===== config.mk =====
export PLATFORM = sky130hd
export DESIGN_NAME = bcd_subtractor_serial_flat
export DESIGN_NICKNAME = d
export VERILOG_FILES = /design/src/rtl/bcd_subtractor_serial_if.sv /design/src/rtl/bcd_subtractor_serial.sv /design/src/flat_wrapper.sv
export SDC_FILE = /design/constraint.sdc
export NUM_CORES = 1
export LEC_CHECK = 0
export CAP_MARGIN = 10
export CORE_AREA = 2 2 111 59
export CTS_BUF_LIST = sky130_fd_sc_hd__clkbuf_16
export CTS_CLUSTER_DIAMETER = 30
export DETAILED_ROUTE_END_ITERATION = 10
export DIE_AREA = 0 0 113 61
export GPL_TIMING_DRIVEN = 0
export PLACE_DENSITY_LB_ADDON = 0.1
export SLEW_MARGIN = 20
export SYNTH_ARGS = -nofsm -noshare
export SYNTH_HDL_FRONTEND = slang
export SYNTH_SLANG_ARGS = --single-unit
export TNS_END_PERCENT = 5

===== constraint.sdc =====
create_clock -name clk -period 4.4 [get_ports clk]
set_clock_uncertainty 0.1 [all_clocks]
set_input_delay 1.32 -clock clk [delete_from_list [all_inputs] [get_ports clk]]
set_output_delay 1.32 -clock clk [all_outputs]
set_load 0.1 [all_outputs]

===== src/rtl/bcd_subtractor_serial_if.sv =====
// Handshake/data bundle for bcd_subtractor_serial.
// master: requester driving start/a/b; slave: the subtractor.
interface bcd_subtractor_serial_if #(
  parameter int unsigned DIGITS = 4
);
  logic                  start;
  logic [4*DIGITS-1:0]   a;
  logic [4*DIGITS-1:0]   b;
  logic                  busy;
  logic                  done;
  logic [4*DIGITS-1:0]   diff;
  logic                  neg;
  logic                  err;

  modport master (
    output start, a, b,
    input  busy, done, diff, neg, err
  );

  modport slave (
    input  start, a, b,
    output busy, done, diff, neg, err
  );
endinterface


===== src/rtl/bcd_subtractor_serial.sv =====
// Digit-serial packed-BCD subtractor: diff = |a - b|, neg = (a < b).
// One digit per clock, LSB first. A final borrow triggers a second serial
// pass (COMP) that 10's-complements diff in place.
// Optional input validation: define BCD_SUB_INPUT_CHECK_EN.
module bcd_subtractor_serial #(
  parameter int unsigned DIGITS = 4
) (
  input  logic                    clk,
  input  logic                    rst,
  bcd_subtractor_serial_if.slave  bus
);
  localparam int unsigned W  = 4 * DIGITS;
  localparam int unsigned IW = (DIGITS > 1) ? $clog2(DIGITS) : 1;
  localparam logic [IW-1:0] LAST = IW'(DIGITS - 1);

  typedef enum logic [1:0] {IDLE, SUB, COMP} state_t;

  state_t          state_q, state_d;
  logic [IW-1:0]   idx_q, idx_d;
  logic            borrow_q, borrow_d;
  logic [W-1:0]    a_q, a_d;
  logic [W-1:0]    b_q, b_d;
  logic [W-1:0]    diff_q, diff_d;
  logic            neg_q, neg_d;
  logic            err_q, err_d;
  logic            busy_q, busy_d;
  logic            done_q, done_d;

  logic [3:0]      op_x, op_y, dig;
  logic [4:0]      t;
  logic            t_neg;

`ifdef BCD_SUB_INPUT_CHECK_EN
  logic            bad_q, bad_d;

  function automatic logic has_bad_digit(input logic [W-1:0] x);
    logic bad;
    bad = 1'b0;
    for (int unsigned i = 0; i < DIGITS; i++) begin
      if (x[i*4 +: 4] > 4'd9) bad = 1'b1;
    end
    return bad;
  endfunction
`endif

  // One-digit subtract with borrow; COMP reuses it as 0 - diff[i] - borrow
  always_comb begin
    op_x = '0;
    op_y = '0;
    if (state_q == SUB) begin
      op_x = a_q[{idx_q, 2'b00} +: 4];
      op_y = b_q[{idx_q, 2'b00} +: 4];
    end else if (state_q == COMP) begin
      op_y = diff_q[{idx_q, 2'b00} +: 4];
    end
    t     = {1'b0, op_x} - {1'b0, op_y} - {4'b0000, borrow_q};
    t_neg = t[4];
    dig   = t_neg ? (t[3:0] + 4'd10) : t[3:0];
  end

  // Next-state and datapath updates
  always_comb begin
    state_d  = state_q;
    idx_d    = idx_q;
    borrow_d = borrow_q;
    a_d      = a_q;
    b_d      = b_q;
    diff_d   = diff_q;
    neg_d    = neg_q;
    err_d    = err_q;
    busy_d   = busy_q;
    done_d   = 1'b0;
`ifdef BCD_SUB_INPUT_CHECK_EN
    bad_d    = bad_q;
`endif
    case (state_q)
      IDLE: begin
        if (bus.start) begin
          a_d      = bus.a;
          b_d      = bus.b;
          borrow_d = 1'b0;
          idx_d    = '0;
          neg_d    = 1'b0;
          err_d    = 1'b0;
          busy_d   = 1'b1;
          state_d  = SUB;
`ifdef BCD_SUB_INPUT_CHECK_EN
          bad_d    = has_bad_digit(bus.a) | has_bad_digit(bus.b);
`endif
        end
      end
      SUB: begin
`ifdef BCD_SUB_INPUT_CHECK_EN
        // Invalid operands spend exactly one SUB cycle, giving done at E1
        if (bad_q) begin
          diff_d  = '0;
          neg_d   = 1'b0;
          err_d   = 1'b1;
          busy_d  = 1'b0;
          done_d  = 1'b1;
          bad_d   = 1'b0;
          state_d = IDLE;
        end else
`endif
        begin
          diff_d[{idx_q, 2'b00} +: 4] = dig;
          borrow_d = t_neg;
          if (idx_q == LAST) begin
            if (t_neg) begin
              neg_d    = 1'b1;
              idx_d    = '0;
              borrow_d = 1'b0;
              state_d  = COMP;
            end else begin
              busy_d  = 1'b0;
              done_d  = 1'b1;
              state_d = IDLE;
            end
          end else begin
            idx_d = idx_q + 1'b1;
          end
        end
      end
      COMP: begin
        diff_d[{idx_q, 2'b00} +: 4] = dig;
        borrow_d = t_neg;
        if (idx_q == LAST) begin
          borrow_d = 1'b0;
          busy_d   = 1'b0;
          done_d   = 1'b1;
          state_d  = IDLE;
        end else begin
          idx_d = idx_q + 1'b1;
        end
      end
      default: state_d = IDLE;
    endcase
  end

  // State and datapath registers; reset aborts any operation in flight
  always_ff @(posedge clk or posedge rst) begin
    if (rst) begin
      state_q  <= IDLE;
      idx_q    <= '0;
      borrow_q <= 1'b0;
      a_q      <= '0;
      b_q      <= '0;
      diff_q   <= '0;
      neg_q    <= 1'b0;
      err_q    <= 1'b0;
      busy_q   <= 1'b0;
      done_q   <= 1'b0;
`ifdef BCD_SUB_INPUT_CHECK_EN
      bad_q    <= 1'b0;
`endif
    end else begin
      state_q  <= state_d;
      idx_q    <= idx_d;
      borrow_q <= borrow_d;
      a_q      <= a_d;
      b_q      <= b_d;
      diff_q   <= diff_d;
      neg_q    <= neg_d;
      err_q    <= err_d;
      busy_q   <= busy_d;
      done_q   <= done_d;
`ifdef BCD_SUB_INPUT_CHECK_EN
      bad_q    <= bad_d;
`endif
    end
  end

  assign bus.busy = busy_q;
  assign bus.done = done_q;
  assign bus.diff = diff_q;
  assign bus.neg  = neg_q;
  assign bus.err  = err_q;
endmodule


===== src/flat_wrapper.sv =====
// flat-port wrapper written by rule: the top's interface ports become plain ports
module bcd_subtractor_serial_flat 
#(
  parameter int unsigned DIGITS = 4
)
  (clk, rst, bus_start, bus_a, bus_b, bus_busy, bus_done, bus_diff, bus_neg, bus_err);
  bcd_subtractor_serial_if #(.DIGITS(DIGITS)) bus_i ();
  input  logic clk;
  input  logic rst;
  input wire logic [$bits(bus_i.start)-1:0] bus_start;
  input wire logic [$bits(bus_i.a)-1:0] bus_a;
  input wire logic [$bits(bus_i.b)-1:0] bus_b;
  output wire logic [$bits(bus_i.busy)-1:0] bus_busy;
  output wire logic [$bits(bus_i.done)-1:0] bus_done;
  output wire logic [$bits(bus_i.diff)-1:0] bus_diff;
  output wire logic [$bits(bus_i.neg)-1:0] bus_neg;
  output wire logic [$bits(bus_i.err)-1:0] bus_err;
  assign bus_i.start = bus_start;
  assign bus_i.a = bus_a;
  assign bus_i.b = bus_b;
  assign bus_busy = bus_i.busy;
  assign bus_done = bus_i.done;
  assign bus_diff = bus_i.diff;
  assign bus_neg = bus_i.neg;
  assign bus_err = bus_i.err;
  bcd_subtractor_serial #(.DIGITS(DIGITS)) u_core (.clk(clk), .rst(rst), .bus(bus_i));
endmodule

==> summary.json <==
{
  "run_status": {"value": "complete, but fails checks"},
  "failing_checks": {"value": "design-rule violations"},
  "minimum_setup_slack_in_the_final_design": {"value": 0.611, "unit": "ns"},
  "mappedNetlistNets": {"value": 289},
  "rsz0062_at_grt": {"value": "no"},
  "tritoncts": {"value": "done"},
  "clk_slew_on_worst_s_h_paths": {"value": 0.07, "unit": "ns"},
  "postCtsResizedCells": {"value": 0},
  "layout-drive-gt1-share": {"value": 20.7, "unit": "%"},
  "layoutNonFillerInstCount": {"value": 377},
  "initial_utilization": {"value": 49.0, "unit": "%"},
  "power.ir.vdd_worst": {"value": 0.382, "unit": "mV"},
  "synth_area_per_cell": {"value": 12.1, "unit": "um2"},
  "netlist.area_leader.share": {"value": 48.4, "unit": "%"},
  "combPwrFrac": {"value": 60.5, "unit": "%"},
  "synth_edf_count": {"value": 0},
  "m1WireLength": {"value": 3310, "unit": "um"},
  "cts_hold_repair.buffers": {"value": 0},
  "layout.nets": {"value": 349},
  "p_leak": {"value": 1.54, "unit": "nW"},
  "worst-endpoint-required": {"value": 4.47, "unit": "ns"},
  "antenna_found_initial": {"value": 0},
  "cell_area_synth": {"value": 0.00290, "unit": "mm2"},
  "postCtsSetupRepairBufs": {"value": 0},
  "dp.cells": {"value": 369},
  "first_global_vias": {"value": 1995},
  "switching_power": {"value": 0.00142, "unit": "W"},
  "critical_path_arrival": {"value": 3.86, "unit": "ns"},
  "final_min_period_over_clock_period": {"value": 86.1, "unit": "%"},
  "synth_cell_types": {"value": 36},
  "io_buffers": {"value": 53},
  "route.detailed.vias_per_inst": {"value": 5.42},
  "syn2layout_area_growth": {"value": 26.5, "unit": "%"},
  "launching_instance_or_port_of_the_critical_path": {"value": "u_core.state_q[1]"},
  "routed-wl-met3": {"value": 505, "unit": "um"},
  "pwr-share-clk": {"value": 12.4, "unit": "%"},
  "routed-via-count": {"value": 2043},
  "clock_tree.htree_level_count": {"value": 2},
  "synthesis.yosys.warnings": {"value": 0},
  "cts_root_buffer": {"value": "clkbuf_16"},
  "max_slew.worst_pin.slew": {"value": 0.974, "unit": "ns"},
  "dp_hpwl": {"value": 4930, "unit": "um"},
  "timing_max_transition_violations_final": {"value": 0},
  "setup-tns-final": {"value": 0, "unit": "ns"},
  "drt-total-wl": {"value": 6440, "unit": "um"},
  "crit_chain": {"value": "inv_1 > ha_1 > clkbuf_1 > clkbuf_1 > o21ai_0 > fa_1 > inv_1 > fa_1 > ha_1 > nor3b_1 > o21ai_0 > o211ai_1 > xnor2_2 > o21ai_1"},
  "drc": {"value": 3},
  "max_cap_viol_count": {"value": 0},
  "hold_viol": {"value": 0},
  "postSynthRegisterBits": {"value": 56},
  "most_common_cell_after_layout_fill_and_taps_aside": {"value": "dfrtp_1"},
  "antenna_cells_inserted": {"value": 0},
  "critical_register_to_register_path_startpoint": {"value": "u_core.state_q[1]"},
  "synth_area_leaders": {"value": "dfrtp_1, mux2_2, mux4_2"},
  "ys_seq_area_share": {"value": 48.4, "unit": "%"},
  "core_region_area": {"value": 0.00591, "unit": "mm2"},
  "place_congestion": {"value": 0.855},
  "crit_path_top_delay_cell": {"value": "fa_1"},
  "globalRouteTotalUtil": {"value": 21.1, "unit": "%"},
  "cp-end-kind": {"value": "flip-flop"},
  "slew_headroom": {"value": 34.9, "unit": "%"},
  "post-place-ws": {"value": 0.598, "unit": "ns"},
  "boundaryPins": {"value": 55},
  "timing.final.setup_violations": {"value": 0},
  "clock_insertion_delay_worst_skew": {"value": 0.29, "unit": "ns"},
  "global_route.overflow_total": {"value": 0},
  "synth_top_cell_by_area": {"value": "dfrtp_1"},
  "period_minus_slack": {"value": 3.79, "unit": "ns"},
  "path_class": {"value": "flip-flop to flip-flop"},
  "core.rowCount": {"value": 20},
  "seq_power_share": {"value": 27.1, "unit": "%"},
  "die_area": {"value": 0.00689, "unit": "mm2"},
  "clk_path_buf_depth": {"value": 2},
  "crit_path_max_fanout": {"value": 10},
  "clock_sink_count": {"value": 56},
  "post_drt_wl_per_cell": {"value": 17.1, "unit": "um"},
  "ff2ff_setup_slack": {"value": 0.61, "unit": "ns"},
  "pwr_per_cell_area": {"value": 851, "unit": "mW/mm2"},
  "route.top_layer_used": {"value": "met4"},
  "maxClockFrequency": {"value": 0.264, "unit": "GHz"},
  "wire_length_of_the_first_global_routing_pass": {"value": 10500, "unit": "um"},
  "netlist_instances": {"value": 239},
  "final_antenna_net_count": {"value": 0},
  "drtIter0Drc": {"value": 109},
  "met2_wl": {"value": 2590, "unit": "um"},
  "timing.hold.worst.start": {"value": "u_core.bus.neg"},
  "cts_buffers": {"value": 5},
  "internal_power_component": {"value": 0.00170, "unit": "W"},
  "die_h": {"value": 61, "unit": "um"},
  "cp_slowest_stage_delay": {"value": 0.46, "unit": "ns"},
  "die_width": {"value": 113, "unit": "um"},
  "grt_max_degree": {"value": 57},
  "yosys_most_used_dff": {"value": "dfrtp_1"},
  "sw_frac_of_total": {"value": 45.4, "unit": "%"},
  "start_kind": {"value": "flip-flop"},
  "commonest_cells_after_routing_fill_and_taps_aside": {"value": "dfrtp_1, clkdlybuf4s50_1, nand2_1"},
  "hold_removal_path_class": {"value": "flip-flop to flip-flop"},
  "first_pass_iters": {"value": 7},
  "ys_async_sr_fraction": {"value": 100, "unit": "%"}
}
-- power by group through the flow --
stage          Sequential [W]  Combinational (W)  Clock [W]
2_1_floorplan         0.00110            0.00120          0
3_3_place_gp         0.000852            0.00185          0
3_5_place_dp         0.000856            0.00188          0
4_1_cts              0.000848            0.00189   0.000399
5_1_grt              0.000878            0.00206   0.000423
6_report             0.000847            0.00189   0.000385
-- cells by family (layout without fill, tap and decap cells) --
| family | after synthesis | count (layout) | share of synthesized area (%) |
|---|---|---|---|
| AOI/OAI and AO/OA | 34 | 34 | 6.78 |
| xor gates and xnor gates | 4 | 4 | 1.73 |
| adders and majority gates | 15 | 15 | 7.00 |
| buffers and inverters | 17 | 78 | 2.68 |
| DFF | 56 | 56 | 48.4 |
| muxes | 48 | 48 | 23.2 |
| other | 1 | 1 | 0.129 |
| and+or+nand+nor | 64 | 64 | 10.1 |
-- per-layer routing --
| layer | global-route usage [%] | up-vias |
|---|---|---|
| li1 | - | 962 |
| met1 | 32.6 | 1015 |
| met2 | 28.1 | 64 |
| met3 | 7.39 | 2 |
| met4 | 5.23 | 0 |
| met5 | 0 | - |
-- path summary, 6_finish.rpt --
path                                       endpoint  cells past startpoint
worst min register to register       u_core.bus.neg                      2
min in group asynchronous         u_core.state_q[0]                      2
worst min-delay path                 u_core.bus.neg                      2
worst max register to register  u_core.bus.diff[11]                     14
max in group asynchronous        u_core.bus.diff[7]                      2
worst max-delay path            u_core.bus.diff[11]                     14
-- layout make-up --
type                            instances  area (um2)
Multi-Input combinational cell        166        1420
Clock inverter                          3        13.8
Timing Repair Buffer                   53         531
Clock buffer                            5         125
Sequential cell                        56        1400
Inverter                                8        32.5
Tap cell                               77        96.3
Buffer                                  9        47.5
Fill cell                             489        2240
-- cell usage after synthesis, types with 2 or more instances --
cell type,count
ha_1,13
buf_2,2
nand2_1,38
mux2i_1,2
buf_1,3
o21ai_0,20
nor2_1,8
fa_1,2
o21ai_1,4
mux2_2,33
a21oi_2,2
mux4_2,12
nor2b_1,3
dfrtp_1,56
a21oi_1,2
nand2b_1,6
clkbuf_1,2
xor2_1,2
o41ai_1,3
xnor2_2,2
inv_1,8
or3_1,2
-- stage by stage --
stage / hold slack (ns) / utilization [%] / total power (W) / instance area, um2
after floorplan: 0.374 / - / 0.00229 / 2900
after global placement: 0.383 / 59.7 / 0.00270 / 3520
after detailed placement: 0.378 / 59.7 / 0.00273 / 3530
after CTS: 0.397 / 62.1 / 0.00314 / 3660
after global routing: 0.415 / 62.1 / 0.00336 / 3660
final: 0.391 / 62.1 / 0.00312 / 3660
-- critical path, delay by kind of cell, from the launching register on --
family	cells	cell delay (ns)
buffers and inverters	4	0.89
and+or+nand+nor	1	0.21
adders and majority gates	4	1.26
DFF	1	0.41
AOI/OAI and AO/OA	4	0.60
xor gates and xnor gates	1	0.19
-- state kept, by name (all words and copies together) (netlist names) --
register / flops
u_core.bus.done: 1
u_core.bus.neg: 1
u_core.borrow_q: 1
u_core.state_q: 2
u_core.idx_q: 2
u_core.bus.busy: 1
u_core.b_q: 16
u_core.a_q: 16
u_core.bus.diff: 16
(Power assumes the default switching activity.)
